### config.mk
export PLATFORM = sky130hd
export DESIGN_NAME = eth_tx_framer
export DESIGN_NICKNAME = d
export VERILOG_FILES = /design/src/rtl/eth_tx_framer.sv
export SDC_FILE = /design/constraint.sdc
export NUM_CORES = 1
export LEC_CHECK = 0
export ABC_AREA = 1
export BUFFER_PORTS_ARGS = -buffer_cell sky130_fd_sc_hd__clkbuf_2
export CORE_AREA = 5 5 138 140
export CTS_CLUSTER_SIZE = 8
export DETAILED_ROUTE_END_ITERATION = 8
export DIE_AREA = 0 0 143 145
export PLACE_DENSITY = 0.51
export SLEW_MARGIN = 20
export SYNTH_ARGS = -nofsm -noshare
export SYNTH_HDL_FRONTEND = slang
export SYNTH_SLANG_ARGS = --single-unit
### constraint.sdc
create_clock -name clk -period 2.6 [get_ports clk]
set_input_delay 0 -clock clk [delete_from_list [all_inputs] [get_ports clk]]
set_output_delay 0 -clock clk [all_outputs]
set_load 0.03 [all_outputs]
### src/rtl/eth_tx_framer.sv
// Ethernet TX framer: preamble/SFD insertion, zero padding, CRC-32 FCS and
// inter-packet gap, driving RMII TX_EN/TXD one dibit per clk.
module eth_tx_framer #(
   parameter int unsigned PREAMBLE_BYTES = 7,
   parameter int unsigned MIN_DATA_LEN   = 60,
   parameter int unsigned IPG_BYTES      = 12
) (
   input  logic       clk,
   input  logic       reset_n,
   input  logic       inclk,
   input  logic [7:0] in,
   input  logic       in_last,
   output logic       in_rdy,
   output logic       busy,
   output logic       eth_txen,
   output logic [1:0] eth_txd,
   output logic       frame_done,
   output logic       underrun
);

   localparam logic [31:0] POLY     = 32'hEDB88320;
   localparam logic [15:0] PRE_LAST = 16'(PREAMBLE_BYTES * 4 - 1);
   localparam logic [15:0] IPG_LAST = 16'(IPG_BYTES * 4 - 1);
   localparam logic [10:0] MIN_LEN  = 11'(MIN_DATA_LEN);

   typedef enum logic [2:0] {
      IDLE, PREAMBLE, SFD, DATA, PAD, FCS, IPG
   } state_t;

   state_t      state, state_nxt;
   logic [15:0] tcnt;
   logic [1:0]  dib;
   logic        buf_valid, buf_last, last_acc;
   logic [7:0]  buf_data, cur_q, cur_byte;
   logic        cur_last;
   logic [10:0] byte_cnt;
   logic [31:0] crc, fcs;
   logic [1:0]  data_dib, fcs_dib;
   logic        accept;

   function automatic logic [31:0] crc_step(input logic [31:0] c, input logic [1:0] d);
      logic [31:0] r;
      r = c;
      for (int unsigned i = 0; i < 2; i++) begin
         r = (r >> 1) ^ (((r[0] ^ d[i]) == 1'b1) ? POLY : '0);
      end
      return r;
   endfunction

   assign dib    = tcnt[1:0];
   assign accept = inclk & in_rdy;
   assign fcs    = ~crc;

   // The first dibit of a byte is taken straight from the holding buffer,
   // which is released on that same cycle.
   always_comb begin
      cur_byte = '0;
      if (state == DATA) begin
         cur_byte = (dib == 2'd0) ? buf_data : cur_q;
      end
      data_dib = cur_byte[{dib, 1'b0} +: 2];
      fcs_dib  = fcs[{tcnt[3:0], 1'b0} +: 2];
   end

   always_ff @(posedge clk or negedge reset_n) begin
      if (!reset_n) begin
         state <= IDLE;
      end else begin
         state <= state_nxt;
      end
   end

   always_comb begin
      state_nxt = state;
      unique case (state)
         IDLE:     if (accept) state_nxt = PREAMBLE;
         PREAMBLE: if (tcnt == PRE_LAST) state_nxt = SFD;
         SFD:      if (tcnt == 16'd3) state_nxt = DATA;
         DATA: begin
            if (dib == 2'd3) begin
               if (cur_last) begin
                  state_nxt = (byte_cnt < MIN_LEN) ? PAD : FCS;
               end else if (!buf_valid) begin
                  state_nxt = IPG;
               end
            end
         end
         PAD:      if (dib == 2'd3 && byte_cnt == MIN_LEN) state_nxt = FCS;
         FCS:      if (tcnt == 16'd15) state_nxt = IPG;
         IPG:      if (tcnt == IPG_LAST) state_nxt = IDLE;
         default:  state_nxt = IDLE;
      endcase
   end

   always_comb begin
      busy     = (state != IDLE);
      eth_txen = 1'b0;
      eth_txd  = 2'b00;
      in_rdy   = reset_n & ~buf_valid & ~last_acc &
                 (state inside {IDLE, PREAMBLE, SFD, DATA});
      unique case (state)
         PREAMBLE: begin
            eth_txen = 1'b1;
            eth_txd  = 2'b01;
         end
         SFD: begin
            eth_txen = 1'b1;
            eth_txd  = (tcnt[1:0] == 2'd3) ? 2'b11 : 2'b01;
         end
         DATA, PAD: begin
            eth_txen = 1'b1;
            eth_txd  = data_dib;
         end
         FCS: begin
            eth_txen = 1'b1;
            eth_txd  = fcs_dib;
         end
         default: begin
            eth_txen = 1'b0;
            eth_txd  = 2'b00;
         end
      endcase
   end

   always_ff @(posedge clk or negedge reset_n) begin
      if (!reset_n) begin
         tcnt       <= '0;
         buf_valid  <= 1'b0;
         buf_last   <= 1'b0;
         buf_data   <= '0;
         last_acc   <= 1'b0;
         cur_q      <= '0;
         cur_last   <= 1'b0;
         byte_cnt   <= '0;
         crc        <= '1;
         frame_done <= 1'b0;
         underrun   <= 1'b0;
      end else begin
         tcnt       <= (state_nxt != state) ? '0 : tcnt + 16'd1;
         frame_done <= (state == FCS)  && (state_nxt == IPG);
         underrun   <= (state == DATA) && (state_nxt == IPG);

         if (state == DATA && dib == 2'd0) begin
            buf_valid <= 1'b0;
            cur_q     <= buf_data;
            cur_last  <= buf_last;
            byte_cnt  <= byte_cnt + 11'd1;
         end
         if (state == PAD && dib == 2'd0) begin
            byte_cnt <= byte_cnt + 11'd1;
         end
         if (accept) begin
            buf_valid <= 1'b1;
            buf_data  <= in;
            buf_last  <= in_last;
         end

         if (accept && in_last) begin
            last_acc <= 1'b1;
         end else if (state == IPG) begin
            last_acc <= 1'b0;
         end

         if (state == SFD) begin
            byte_cnt <= '0;
            crc      <= '1;
         end else if (state == DATA || state == PAD) begin
            crc <= crc_step(crc, data_dib);
         end
      end
   end

endmodule
Word level (Yosys, flattened, before mapping) --
Cells that the tools add are included. W data, S select, Z words.
Cells by class: muxes and demuxes 28, $add $sub $neg 2, order comparisons 1, shift-type cells 2, bitwise gates (word level) 11, equal/unequal tests 14, reductions and logical operators 17
Operator list (count):
- $mux W32 | 4
- $xor A31 B32 Y32 | 2
- $mux W11 | 3
- $not A32 Y32 | 1
- $shiftx A32 B6 Y2 | 1
- $mux W3 | 9
- $pmux W3 S7 | 1
- $add A16 B1 Y16 const B | 1
- $eq A16 B2 Y1 const B | 1
- $eq A16 B4 Y1 const B | 1
- $eq A16 B5 Y1 const B | 1
- $eq A16 B6 Y1 const B | 1
- $mux W16 | 1
- $mux W8 | 2
- $eq A3 B3 Y1 const B | 4
- $add A11 B1 Y11 const B | 1
- $eq A11 B6 Y1 const B | 1
- $lt A11 B6 Y1 const B | 1
- $pmux W2 S4 | 1
- $shiftx A8 B4 Y2 | 1
- $eq A3 B2 Y1 const B | 2
- $logic_and A1 B1 Y1 | 6
- $mux W1 | 6
- $reduce_bool A2 Y1 | 3
- other kinds (14) | 20
Word-level totals: output and inout bits 7, register bits 84, input bits 12

Depth between registers and ports, before layout --
Gate-level depths: netlist (run 1).
word-level depth 12, depth in mapped cells 19

Worst setup path after synthesis (run 1) --
Ideal clock, no wire load.
kind reg-to-reg, start reg tcnt[0], end reg crc[24], slack 277 ps, path buffers 4, stages on the path, launching flop included 20, arrival time 2247 ps, data required time 2524 ps, cells stage by stage dfrtp_1 inv_1 buf_2 buf_1 ha_1 buf_2 nand2_1 o21ai_0 nand2_1 nand2_1 nand3_1 nand2_1 nand2_1 nand2_4 inv_2 buf_6 nand2_1 nand3_1 o21ai_1 inv_1
Between the ends: longest elaborated chain between the ends 9
Ends and longest elaborated chain:
- start, declared | line 31 | logic [15:0] tcnt;
- start signal, assigned | line 139 | tcnt <= (state_nxt != state) ? '0 : tcnt + 16'd1;
- $logic_not A2 Y1 | line 59 | cur_byte = (dib == 2'd0) ? buf_data : cur_q;
- $mux W8 | line 59
- $mux W8 | line 58 | if (state == DATA) begin
- $shiftx A8 B4 Y2 (*) | line 61 | data_dib = cur_byte[{dib, 1'b0} +: 2];
- $xor A1 B1 Y1 (*) | line 45 | r = (r >> 1) ^ (((r[0] ^ d[i]) == 1'b1) ? POLY : '0);
- $mux W32 (*) | line 45
- $xor A31 B32 Y32 (*) | line 45
- $mux W32 (*) | line 167 | end else if (state == DATA || state == PAD) begin
- $mux W32 (*) | line 164 | if (state == SFD) begin
- end signal, assigned | line 168 | crc <= crc_step(crc, data_dib);
- end, declared | line 37 | logic [31:0] crc, fcs;
Every way passes the cells marked *; elsewhere a longest branch is shown, timed or not. The select of a mux whose other input is x is not followed. A chain may end at the register's enable or synchronous reset.

Worst setup path after layout (run 1) --
start reg tcnt[0], end reg tcnt[3]
Between the ends: longest elaborated chain between the ends 6, elaborated cells on any way between the ends 16, those cells by class add/sub: 1; eq/ne: 6; mux: 8; reduce/logical: 1
Ends and longest elaborated chain:
- parallel branches: the longest is 3 deep, another holds $eq A16 B6 Y1
- $pmux W3 S7 (*) | line 75 | unique case (state)
- net state_nxt[1] | line 30 | state_t state, state_nxt;
- $ne A3 B3 Y1 (*) | line 139
- $mux W16 (*) | line 139
Mark *: on every way through the listed nets, which the timed path passes.

==> results of run 1 <==
==> Yosys cell counts, types with 5 or more instances <==
cell / count
nand2_1: 158
inv_1: 92
nand3_1: 54
dfrtp_1: 52
nor2_1: 48
o21ai_0: 44
dfstp_2: 32
a21oi_1: 31
nor2_2: 15
o21ai_1: 11
a22oi_1: 10
nor3_1: 10
xor2_1: 10
nand4_1: 9
buf_2: 8
nand2_2: 7
inv_2: 6
nand2_4: 5
==> kinds of logic (layout without fill, tap and decap cells) <==
| family | Yosys count | after routing |
|---|---|---|
| compound gates | 104 | 104 |
| fa+ha+maj | 4 | 4 |
| flops | 84 | 84 |
| buf+inv | 117 | 156 |
| xor+xnor | 12 | 12 |
| simple gates | 321 | 321 |
==> timing repair <==
| item | CTS | global route |
|---|---|---|
| endpoints found under the hold margin | 28 | 0 |
| setup endpoints to repair | 0 | 2 |
| hold buffers | 10 | 0 |
| gates resized for setup | 0 | 1 |
==> stage by stage <==
stage / instances / setup WS (ns) / total power, W / hold WS, ns / cell area, sq um
after floorplan: 642 / 0.277 / 0.00133 / -0.296 / 4830
after global placement: 884 / 0.345 / 0.00137 / 0.105 / 5200
after detailed placement: 884 / 0.318 / 0.00137 / 0.107 / 5200
after CTS: 910 / 0.170 / 0.00273 / 0.0430 / 5600
after global routing: 910 / 0.0606 / 0.00279 / 0.0898 / 5600
final: 910 / 0.330 / 0.00268 / 0.0521 / 5600
==> worst reg2reg max path, stage by stage (launching register included) <==
cell and delay (ns):
dfrtp_1 0.38, buf_4 0.15, ha_1 0.31, inv_2 0.10, nor2_4 0.14, nand3_1 0.09, o21ai_2 0.19, nand4_2 0.13
nand2_1 0.10, nand3_2 0.37, nor2_1 0.21
==> area by class of cell <==
| type | instances | area, sq um | share of cell area |
|---|---|---|---|
| Timing Repair Buffer | 40 | 283 | 0.0505 |
| Inverter | 100 | 375 | 0.0670 |
| Clock inverter | 5 | 60.1 | 0.0107 |
| Clock buffer | 11 | 243 | 0.0433 |
| Multi-Input combinational cell | 441 | 2210 | 0.395 |
| Tap cell | 229 | 287 | 0.0511 |
| Sequential cell | 84 | 2140 | 0.382 |
==> worst max path at each step <==
stage / from / to / slack (ns) / cells after the start
final: tcnt[0]$_DFF_PN0_ / tcnt[3]$_DFF_PN0_ / 0.33 / 10
after global routing: tcnt[0]$_DFF_PN0_ / tcnt[3]$_DFF_PN0_ / 0.06 / 10
after CTS: tcnt[0]$_DFF_PN0_ / eth_txd[0] / 0.17 / 12
after detailed placement: tcnt[0]$_DFF_PN0_ / crc[29]$_DFFE_PN1P_ / 0.32 / 16
after global placement: tcnt[0]$_DFF_PN0_ / crc[29]$_DFFE_PN1P_ / 0.34 / 16
after floorplan: tcnt[0]$_DFF_PN0_ / crc[24]$_DFFE_PN1P_ / 0.28 / 19
==> where the power goes <==
group	internal [W]	total, W	leakage [nW]	switching, W
Combinational	0.0000178	0.0000494	1.54	0.0000316
Clock	0.000776	0.00132	0.151	0.000546
Sequential	0.00131	0.00131	1.02	0
==> flip-flops by register name (all words and copies together), names as in the netlist <==
name,count
buf_data,8
buf_last,1
buf_valid,1
byte_cnt,11
crc,32
cur_last,1
cur_q,8
frame_done,1
last_acc,1
state,3
tcnt,16
underrun,1
==> routing by layer <==
metal,vias to the layer above,global-route usage,wire length [um]
li1,2120,-,-
met1,1904,0.176,5900
met2,57,0.183,5330
met3,9,0.0257,387
met4,0,0.0361,157
met5,-,0,0
==> key figures, run 1 <==
Worst hold path
  – Hold path start: inclk
  – Hold endpoint: buf_valid$_DFFE_PN0P_
  – Hold Path Class: in2reg
  – Hold path depth: 4

Yosys
  – Post-synth top flop: dfrtp_1
  – Yosys top cell by area: dfrtp_1
  – Seq/Total Area, Yosys: 0.444
  – Simple-gate portion of the synthesized area: 0.310
  – Synth top area share: 0.269
  – Fraction of synthesized area in multiplexers: 0
  – Syn_nets: 658
  – Synthesized cell area: 4830 sq um
  – Post-Syn Instances: 642
  – Synth Area in Compound Gates: 0.116
  – Seq cells post-synth: 84
  – Post-Synth Adder-Cell Area: 0.0104
  – Main combinational cell family by area after synthesis: simple AND/OR/NAND/NOR gates
  – Post-synth EDFFs: 0
  – Mean Syn Cell Area: 7.52 sq um
  – Synth warn: 0
  – Distinct cells, synth: 37
  – Synth top area cells: dfrtp_1 (27%), dfstp_2 (17%), nand2_1 (12%), inv_1 (7.2%), nand3_1 (5.6%)
  – Post-Synth XOR/XNOR Area: 0.0218
  – Asr flop ratio synth: 1.00

Power
  – Pwr dens: 478 nW/um^2
  – Leakage: 2.70 nW
  – VDD IR-drop max: 0.280 mV

Placement
  – GP Congestion: 0.824
  – DPL Wire Length: 8360 um
  – Number of I/O port buffers: 18

Setup path
  – CP bufs+invs: 2
  – Critical path's top delay family: simple AND/OR/NAND/NOR gates
  – FF-to-FF End: tcnt[3]$_DFF_PN0_
  – Reg2Reg Depth: 10
  – CP cell instances: buf_4, ha_1, inv_2, nor2_4, nand3_1, o21ai_2, nand4_2, nand2_1, nand3_2, nor2_1
  – Critical-path top delay cell: dfrtp_1
  – Worst EP required: 2.86 ns
  – FF-to-FF Start: tcnt[0]$_DFF_PN0_
  – Crit path capture type: register
  – WS Path Type: reg2reg
  – Crit Path Max Fanout: 16
  – CP Launch Type: register
  – CP Data Arrival Time: 2.53 ns
  – Worst path max stage delay: 0.38 ns
  – Reg2reg setup slack: 0.33 ns

STA
  – RSZ-0062 raised after global routing: no
  – Final Hold Vio Count: 0
  – Max Fclk: 441 MHz
  – Worst-Margin Slew: 0.754 ns
  – Slew HR: 0.498
  – Fin crit share: 0.873
  – Post-layout min period: 2.27 ns
  – Setup TNS: 0 ns
  – Final setup fails: 0
  – Slew Limit Fails: 0
  – Fin Clk Skew: 0.00688 ns

Finish
  – Share of layout cells above drive strength 1: 0.182
  – Util after Layout: 0.316
  – N_diodes: 0
  – Layout area overhead: 16.0%
  – Commonest cells after routing, fill and taps aside: nand2_1 (158), inv_1 (92), nand3_1 (54)
  – Most common cell after layout, fill and taps aside: nand2_1
  – NumNets Final: 692
  – Fillers: 1889

Drt
  – Post-DRT Antenna Nets: 0
  – DR pass1 iterations: 4
  – Initial DRC count: 277
  – Via count: 4090
  – Total Wirelength: 11800 um
  – DRC errors left: 0
  – WL per Instance: 12.9 um
  – Via density: 4.49

Clocking
  – H-Tree Depth: 3
  – Post-CTS Setup Inserts: 0
  – CTS tree: built
  – Worst skew pair latency: 0.35 ns
  – Root Driver: clkbuf_16
  – Max clock buf depth: 2
  – Total CTS buffers: 9
  – Clock-pin slew on the worst setup and hold paths: 0.06 ns
  – CTS Sinks: 84

Global route
  – First-pass GRT wire length: 20500 um
  – GRT Overall Usage: 0.122
  – Total gr overflow: 0
  – Pin count of the biggest net entering global routing: 59
  – Initial antenna violation count: 0
  – Vias in the first global route: 3957

Die
  – Chip height: 145 um
  – Die footprint: 20700 sq um
  – Starting density of the core: 0.273
  – Die width: 143 um
  – I/O Pins: 19
  – Num rows: 49
  – Core Region: 17700 sq um

Job
  – Max cap viols: 0

Run status
  – Status: completed
Note: power is estimated with default switching activity, not from simulation.
==> run 2: changes to the inputs <==
PLACE_DENSITY = not set   (was 0.51)
==> run 2 against run 1 <==
Register-to-register slack worse by 0.03 ns. Die area unchanged. Critical path depth unchanged. Worst setup slack worse by 0.025 ns. Critical path type unchanged. Sequential share of layout area is 0.16 points lower. Clock skew about the same. Routed wire length is 3.7% lower. Clock power up 5%. Critical endpoint is now tcnt[0]$_DFF_PN0_. Sequential power barely moved. Utilization increased by 0.13 points. Via count rose by 0.66%. Final cell count unchanged.
==> key figures, run 2 (synthesis gave the netlist of run 1 again) <==
Run status
  – Status: completed (unchanged)

STA
  – Final Hold Vio Count: 0 (unchanged)
  – Post-layout min period: 2.30 ns (was 2.27 ns)
  – RSZ-0062 raised after global routing: no (unchanged)
  – Slew Limit Fails: 0 (unchanged)
  – Fin crit share: 0.883 (was 0.873)
  – Max Fclk: 436 MHz (was 441 MHz)
  – Fin Clk Skew: 0.00706 ns (was 0.00688 ns)
  – Slew HR: 0.548 (was 0.498)
  – Setup TNS: 0 ns (unchanged)
  – Final setup fails: 0 (unchanged)
  – Worst-Margin Slew: 0.678 ns (was 0.754 ns)

Finish
  – Top flop regs: crc (32), tcnt (16), byte_cnt (11) (unchanged)
  – Max FFs per register: 32 (unchanged)
  – Top reg by flops: crc (unchanged)
  – NumNets Final: 692 (unchanged)
  – Commonest cells after routing, fill and taps aside: nand2_1 (158), inv_1 (92), nand3_1 (54) (unchanged)
  – Final Cell Area: 5630 sq um (was 5600 sq um)
  – Most common cell after layout, fill and taps aside: nand2_1 (unchanged)
  – Layout area overhead: 16.5% (was 16.0%)
  – Share of layout cells above drive strength 1: 0.182 (unchanged)
  – N_diodes: 0 (unchanged)

Power
  – Pwr dens: 489 nW/um^2 (was 478 nW/um^2)
  – Leakage: 2.71 nW (was 2.70 nW)
  – VDD IR-drop max: 0.267 mV (was 0.280 mV)

Clocking
  – H-Tree Depth: 3 (unchanged)
  – Post-CTS Setup Inserts: 0 (unchanged)
  – Total CTS buffers: 9 (unchanged)
  – Worst skew pair latency: 0.34 ns (was 0.35 ns)
  – Root Driver: clkbuf_16 (unchanged)
  – Clock-pin slew on the worst setup and hold paths: 0.06 ns (about the same)
  – CTS Sinks: 84 (unchanged)
  – CTS tree: built (unchanged)
  – Max clock buf depth: 2 (unchanged)

Worst hold path
  – Hold path depth: 4 (unchanged)
  – Hold Path Class: in2reg (unchanged)

Die
  – Core Region: 17700 sq um (unchanged)
  – Chip height: 145 um (unchanged)
  – Num rows: 49 (unchanged)
  – Die footprint: 20700 sq um (unchanged)
  – Starting density of the core: 0.273 (unchanged)
  – I/O Pins: 19 (unchanged)
  – Die width: 143 um (unchanged)

Drt
  – DR WL met3: 470 um (was 387 um)
  – Top sig layer: met4 (unchanged)
  – Total Wirelength: 11300 um (was 11800 um)
  – Post-DRT Antenna Nets: 0 (unchanged)
  – DR pass1 iterations: 4 (unchanged)
  – DRC errors left: 0 (unchanged)
  – WL per Instance: 12.5 um (was 12.9 um)
  – Met1 WL: 5630 um (was 5900 um)
  – WL met2: 5120 um (was 5330 um)
  – Via count: 4117 (was 4090)
  – Via density: 4.52 (was 4.49)
  – Initial DRC count: 226 (was 277)

Setup path
  – Crit path capture type: register (unchanged)
  – Worst path max stage delay: 0.37 ns (was 0.38 ns)
  – Worst EP required: 2.86 ns (about the same)
  – CP cell instances: buf_4, ha_1, inv_2, nor2_4, nand3_1, o21ai_2, nand4_2, nand2_1, nand3_2, nor2_1 (unchanged)
  – CP Launch Type: register (unchanged)
  – FF-to-FF End: tcnt[0]$_DFF_PN0_ (was tcnt[3]$_DFF_PN0_)
  – Reg2reg setup slack: 0.30 ns (was 0.33 ns)
  – WS Path Type: reg2reg (unchanged)
  – Reg2Reg Depth: 10 (unchanged)
  – Worst Setup EP: tcnt[0]$_DFF_PN0_ (was tcnt[3]$_DFF_PN0_)
  – FF-to-FF Start: tcnt[0]$_DFF_PN0_ (unchanged)
  – Crit Path Max Fanout: 16 (unchanged)
  – CP Data Arrival Time: 2.55 ns (was 2.53 ns)
  – Critical-path top delay cell: nand3_2 (was dfrtp_1)
  – CP startpoint: tcnt[0]$_DFF_PN0_ (unchanged)

Placement
  – Placed inst area: 5200 sq um (unchanged)
  – GP Congestion: 0.879 (was 0.824)
  – DPL Wire Length: 8080 um (was 8360 um)
  – Number of I/O port buffers: 18 (unchanged)

Job
  – Max cap viols: 0 (unchanged)

Global route
  – Pin count of the biggest net entering global routing: 55 (was 59)
  – Vias in the first global route: 3890 (was 3957)
  – Initial antenna violation count: 0 (unchanged)
  – GRT Overall Usage: 0.115 (was 0.122)
  – Total gr overflow: 0 (unchanged)
  – First-pass GRT wire length: 19700 um (was 20500 um)
## run 2: how the worst min path moves through the flow
| stage | from | end | slack [ns] |
|---|---|---|---|
| 3_3_place_gp | reset_n | cur_q[1]$_DFFE_PN0P_ | 0.12 |
| 2_1_floorplan | reset_n | buf_data[0]$_DFFE_PN0P_ | -0.30 |
| 5_1_grt | inclk | buf_valid$_DFFE_PN0P_ | 0.07 |
| 4_1_cts | inclk | buf_valid$_DFFE_PN0P_ | 0.06 |
| 3_5_place_dp | reset_n | underrun$_DFF_PN0_ | 0.11 |
| 6_report | inclk | buf_valid$_DFFE_PN0P_ | 0.06 |
## run 2: final cells by class
type	count	area, sq um
Fill cell	1863	12100
Timing Repair Buffer	40	283
Clock inverter	6	87.6
Multi-Input combinational cell	441	2210
Tap cell	229	287
Clock buffer	10	239
Sequential cell	84	2140
Inverter	100	375
## run 2: where the power goes
group          switching (W)  internal (W)
combinational      0.0000305     0.0000179
clock               0.000527      0.000866
sequential                 0       0.00131
total               0.000558       0.00219
## run 2: through the flow
stage | power (W) | worst slack (ns) | hold WS [ns] | util | instances
after floorplan | 0.00133 | 0.277 | -0.296 | - | 642
after global placement | 0.00137 | 0.333 | 0.115 | 0.293 | 884
after detailed placement | 0.00137 | 0.289 | 0.106 | 0.293 | 884
after CTS | 0.00279 | 0.180 | 0.0576 | 0.317 | 910
after global routing | 0.00287 | 0.0224 | 0.0741 | 0.318 | 910
final | 0.00275 | 0.305 | 0.0602 | 0.318 | 910
## run 2: worst max-delay path, delay by kind of cell, from the launching register on
| family | cells | cell delay, ns |
|---|---|---|
| AO/OA/AOI/OAI | 1 | 0.20 |
| adder cells (fa/ha/maj) | 1 | 0.32 |
| AND/OR/NAND/NOR | 6 | 1.04 |
| flip-flops | 1 | 0.36 |
| buffers and inverters | 2 | 0.28 |
## run 2: routing by layer
layer | vias up | track usage
met5 | - | 0
met4 | 0 | 0.0276
met3 | 8 | 0.0253
met2 | 82 | 0.173
met1 | 1903 | 0.169
li1 | 2124 | -
## run 2: what timing repair did
| item | CTS | global route |
|---|---|---|
| hold buffers | 10 | 0 |
| endpoints found under the hold margin | 21 | 0 |
| gates resized for setup | 0 | 1 |
| endpoints found under the setup margin | 0 | 3 |
==> run 3: changes to the inputs <==
REMOVE_ABC_BUFFERS = 1   (was not set)
==> run 3 against run 2 <==
Sequential share of layout area fell by 0.068 points. Clock power is essentially flat. Sequential power about the same. Power is 1.1% higher. Via count increased by 0.29%. Critical path type unchanged. Largest power group unchanged.
==> key figures, run 3 (synthesis gave the netlist of run 1 again) <==
Placement
  – DPL Wire Length: 7900 um (was 8080 um)
  – GP Congestion: 0.843 (was 0.879)
  – Number of I/O port buffers: 18 (unchanged)

Job
  – Max cap viols: 0 (unchanged)

Drt
  – Post-DRT Antenna Nets: 0 (unchanged)
  – Total Wirelength: 11400 um (was 11300 um)
  – Via count: 4129 (was 4117)
  – Top sig layer: met4 (unchanged)
  – Via density: 4.54 (was 4.52)
  – DRC errors left: 0 (unchanged)
  – WL met2: 5220 um (was 5120 um)
  – Met1 WL: 5450 um (was 5630 um)
  – DR WL met3: 530 um (was 470 um)
  – DR pass1 iterations: 5 (was 4)
  – Initial DRC count: 168 (was 226)
  – WL per Instance: 12.5 um (about the same)

Global route
  – First-pass GRT wire length: 19900 um (was 19700 um)
  – Total gr overflow: 0 (unchanged)
  – GRT Overall Usage: 0.115 (about the same)
  – Vias in the first global route: 4107 (was 3890)
  – Initial antenna violation count: 0 (unchanged)
  – Pin count of the biggest net entering global routing: 69 (was 55)

Setup path
  – Most frequent CP cell: nor2_1
  – Reg2reg setup slack: 0.29 ns (was 0.30 ns)
  – CP cell instances: ha_1, inv_2, o21ai_1, a21boi_0, nand2_2, nor2_1, a21oi_1, nand3_2, nor2_1 (was buf_4, ha_1, inv_2, nor2_4, nand3_1, o21ai_2, nand4_2, nand2_1, nand3_2, nor2_1)
  – CP Data Arrival Time: 2.56 ns (was 2.55 ns)
  – CP Launch Type: register (unchanged)
  – CP bufs+invs: 1 (was 2)
  – Worst path max stage delay: 0.49 ns (was 0.37 ns)
  – Crit Path Max Fanout: 16 (unchanged)
  – Critical path's top delay family: simple AND/OR/NAND/NOR gates (unchanged)
  – WS Path Type: reg2reg (unchanged)
  – Worst EP required: 2.85 ns (was 2.86 ns)
  – Crit path capture type: register (unchanged)
  – Critical-path top delay cell: dfrtp_1 (was nand3_2)

Die
  – I/O Pins: 19 (unchanged)
  – Die width: 143 um (unchanged)
  – Die footprint: 20700 sq um (unchanged)
  – Starting density of the core: 0.273 (unchanged)
  – Core Region: 17700 sq um (unchanged)
  – Num rows: 49 (unchanged)
  – Chip height: 145 um (unchanged)

Clocking
  – CTS tree: built (unchanged)
  – H-Tree Depth: 3 (unchanged)
  – Post-CTS Setup Inserts: 0 (unchanged)
  – Root Driver: clkbuf_16 (unchanged)
  – Clock-pin slew on the worst setup and hold paths: 0.06 ns (about the same)
  – Worst skew pair latency: 0.34 ns (about the same)
  – Max clock buf depth: 2 (unchanged)
  – CTS Sinks: 84 (unchanged)
  – Total CTS buffers: 9 (unchanged)

STA
  – Post-layout min period: 2.31 ns (was 2.30 ns)
  – RSZ-0062 raised after global routing: no (unchanged)
  – Max Fclk: 432 MHz (was 436 MHz)
  – Worst-Margin Slew: 0.868 ns (was 0.678 ns)
  – Slew Limit Fails: 0 (unchanged)
  – Final hold slack: 0.0759 ns (was 0.0602 ns)
  – Fin crit share: 0.890 (was 0.883)
  – Setup TNS: 0 ns (unchanged)
  – Fin Clk Skew: 0.00969 ns (was 0.00706 ns)
  – Slew HR: 0.422 (was 0.548)
  – Final Hold Vio Count: 0 (unchanged)
  – Final setup fails: 0 (unchanged)

Power
  – VDD IR-drop max: 0.452 mV (was 0.267 mV)
  – Leakage: 2.72 nW (was 2.71 nW)
  – Pwr dens: 493 nW/um^2 (was 489 nW/um^2)

Finish
  – N_diodes: 0 (unchanged)
  – Share of layout cells above drive strength 1: 0.182 (about the same)
  – Max FFs per register: 32 (unchanged)
  – Commonest cells after routing, fill and taps aside: nand2_1 (158), inv_1 (92), nand3_1 (54) (unchanged)
  – Layout area overhead: 16.7% (was 16.5%)
  – Most common cell after layout, fill and taps aside: nand2_1 (unchanged)
  – Top reg by flops: crc (unchanged)
  – NumNets Final: 691 (was 692)
  – Top flop regs: crc (32), tcnt (16), byte_cnt (11) (unchanged)

Run status
  – Status: completed (unchanged)

Worst hold path
  – Hold Path Class: in2reg (unchanged)
## run 3: cell type report
cell class	count	area, sq um
Fill cell	1879	12100
Multi-Input combinational cell	441	2220
Sequential cell	84	2140
Inverter	100	375
Tap cell	229	287
Timing Repair Buffer	39	275
Clock buffer	10	239
Clock inverter	6	95.1
## run 3: per-layer routing
metal  vias to the layer above  GRT usage
met5                         -          0
met4                         0     0.0280
met3                        11     0.0214
met2                        94      0.181
met1                      1908      0.162
li1                       2116          -
## run 3: what timing repair did
item,in CTS,in global routing
endpoints found under the hold margin,26,0
gates resized for setup,0,2
setup endpoints to repair,0,15
hold buffers,10,0
## run 3: path summary, 6_finish.rpt
check,start,end,cells past startpoint
worst max-delay path,tcnt[0]$_DFF_PN0_,tcnt[2]$_DFF_PN0_,9
worst min-delay path,inclk,buf_valid$_DFFE_PN0P_,4
worst max register to register,tcnt[0]$_DFF_PN0_,tcnt[2]$_DFF_PN0_,9
worst min register to register,cur_q[0]$_DFFE_PN0P_,cur_q[0]$_DFFE_PN0P_,2
max in group asynchronous,reset_n,tcnt[2]$_DFF_PN0_,3
min in group asynchronous,reset_n,byte_cnt[2]$_DFFE_PN0P_,2
## run 3: worst min-delay path, stage by stage
cell and delay (ns):
clkbuf_2 0.07, nand2_1 0.06, buf_4 0.17, nand2_1 0.07
## run 3: report_power, final
part | total [W] | leakage (nW) | internal (W) | switching, W
sequential | 0.00131 | 1.02 | 0.00131 | 0
combinational | 0.0000476 | 1.54 | 0.0000169 | 0.0000308
clock | 0.00142 | 0.163 | 0.000877 | 0.000548
## run 3: per-stage QoR
| step | cell area [sq um] | cells | setup slack (ns) | power, W | util |
|---|---|---|---|---|---|
| 6_report | 5640 | 909 | 0.287 | 0.00278 | 0.318 |
| 5_1_grt | 5640 | 909 | 0.00403 | 0.00288 | 0.318 |
| 4_1_cts | 5630 | 909 | 0.0585 | 0.00281 | 0.317 |
| 3_5_place_dp | 5190 | 883 | 0.249 | 0.00137 | 0.293 |
| 3_3_place_gp | 5190 | 883 | 0.305 | 0.00137 | 0.293 |
| 2_1_floorplan | 4730 | 625 | 0.0696 | 0.00133 | - |
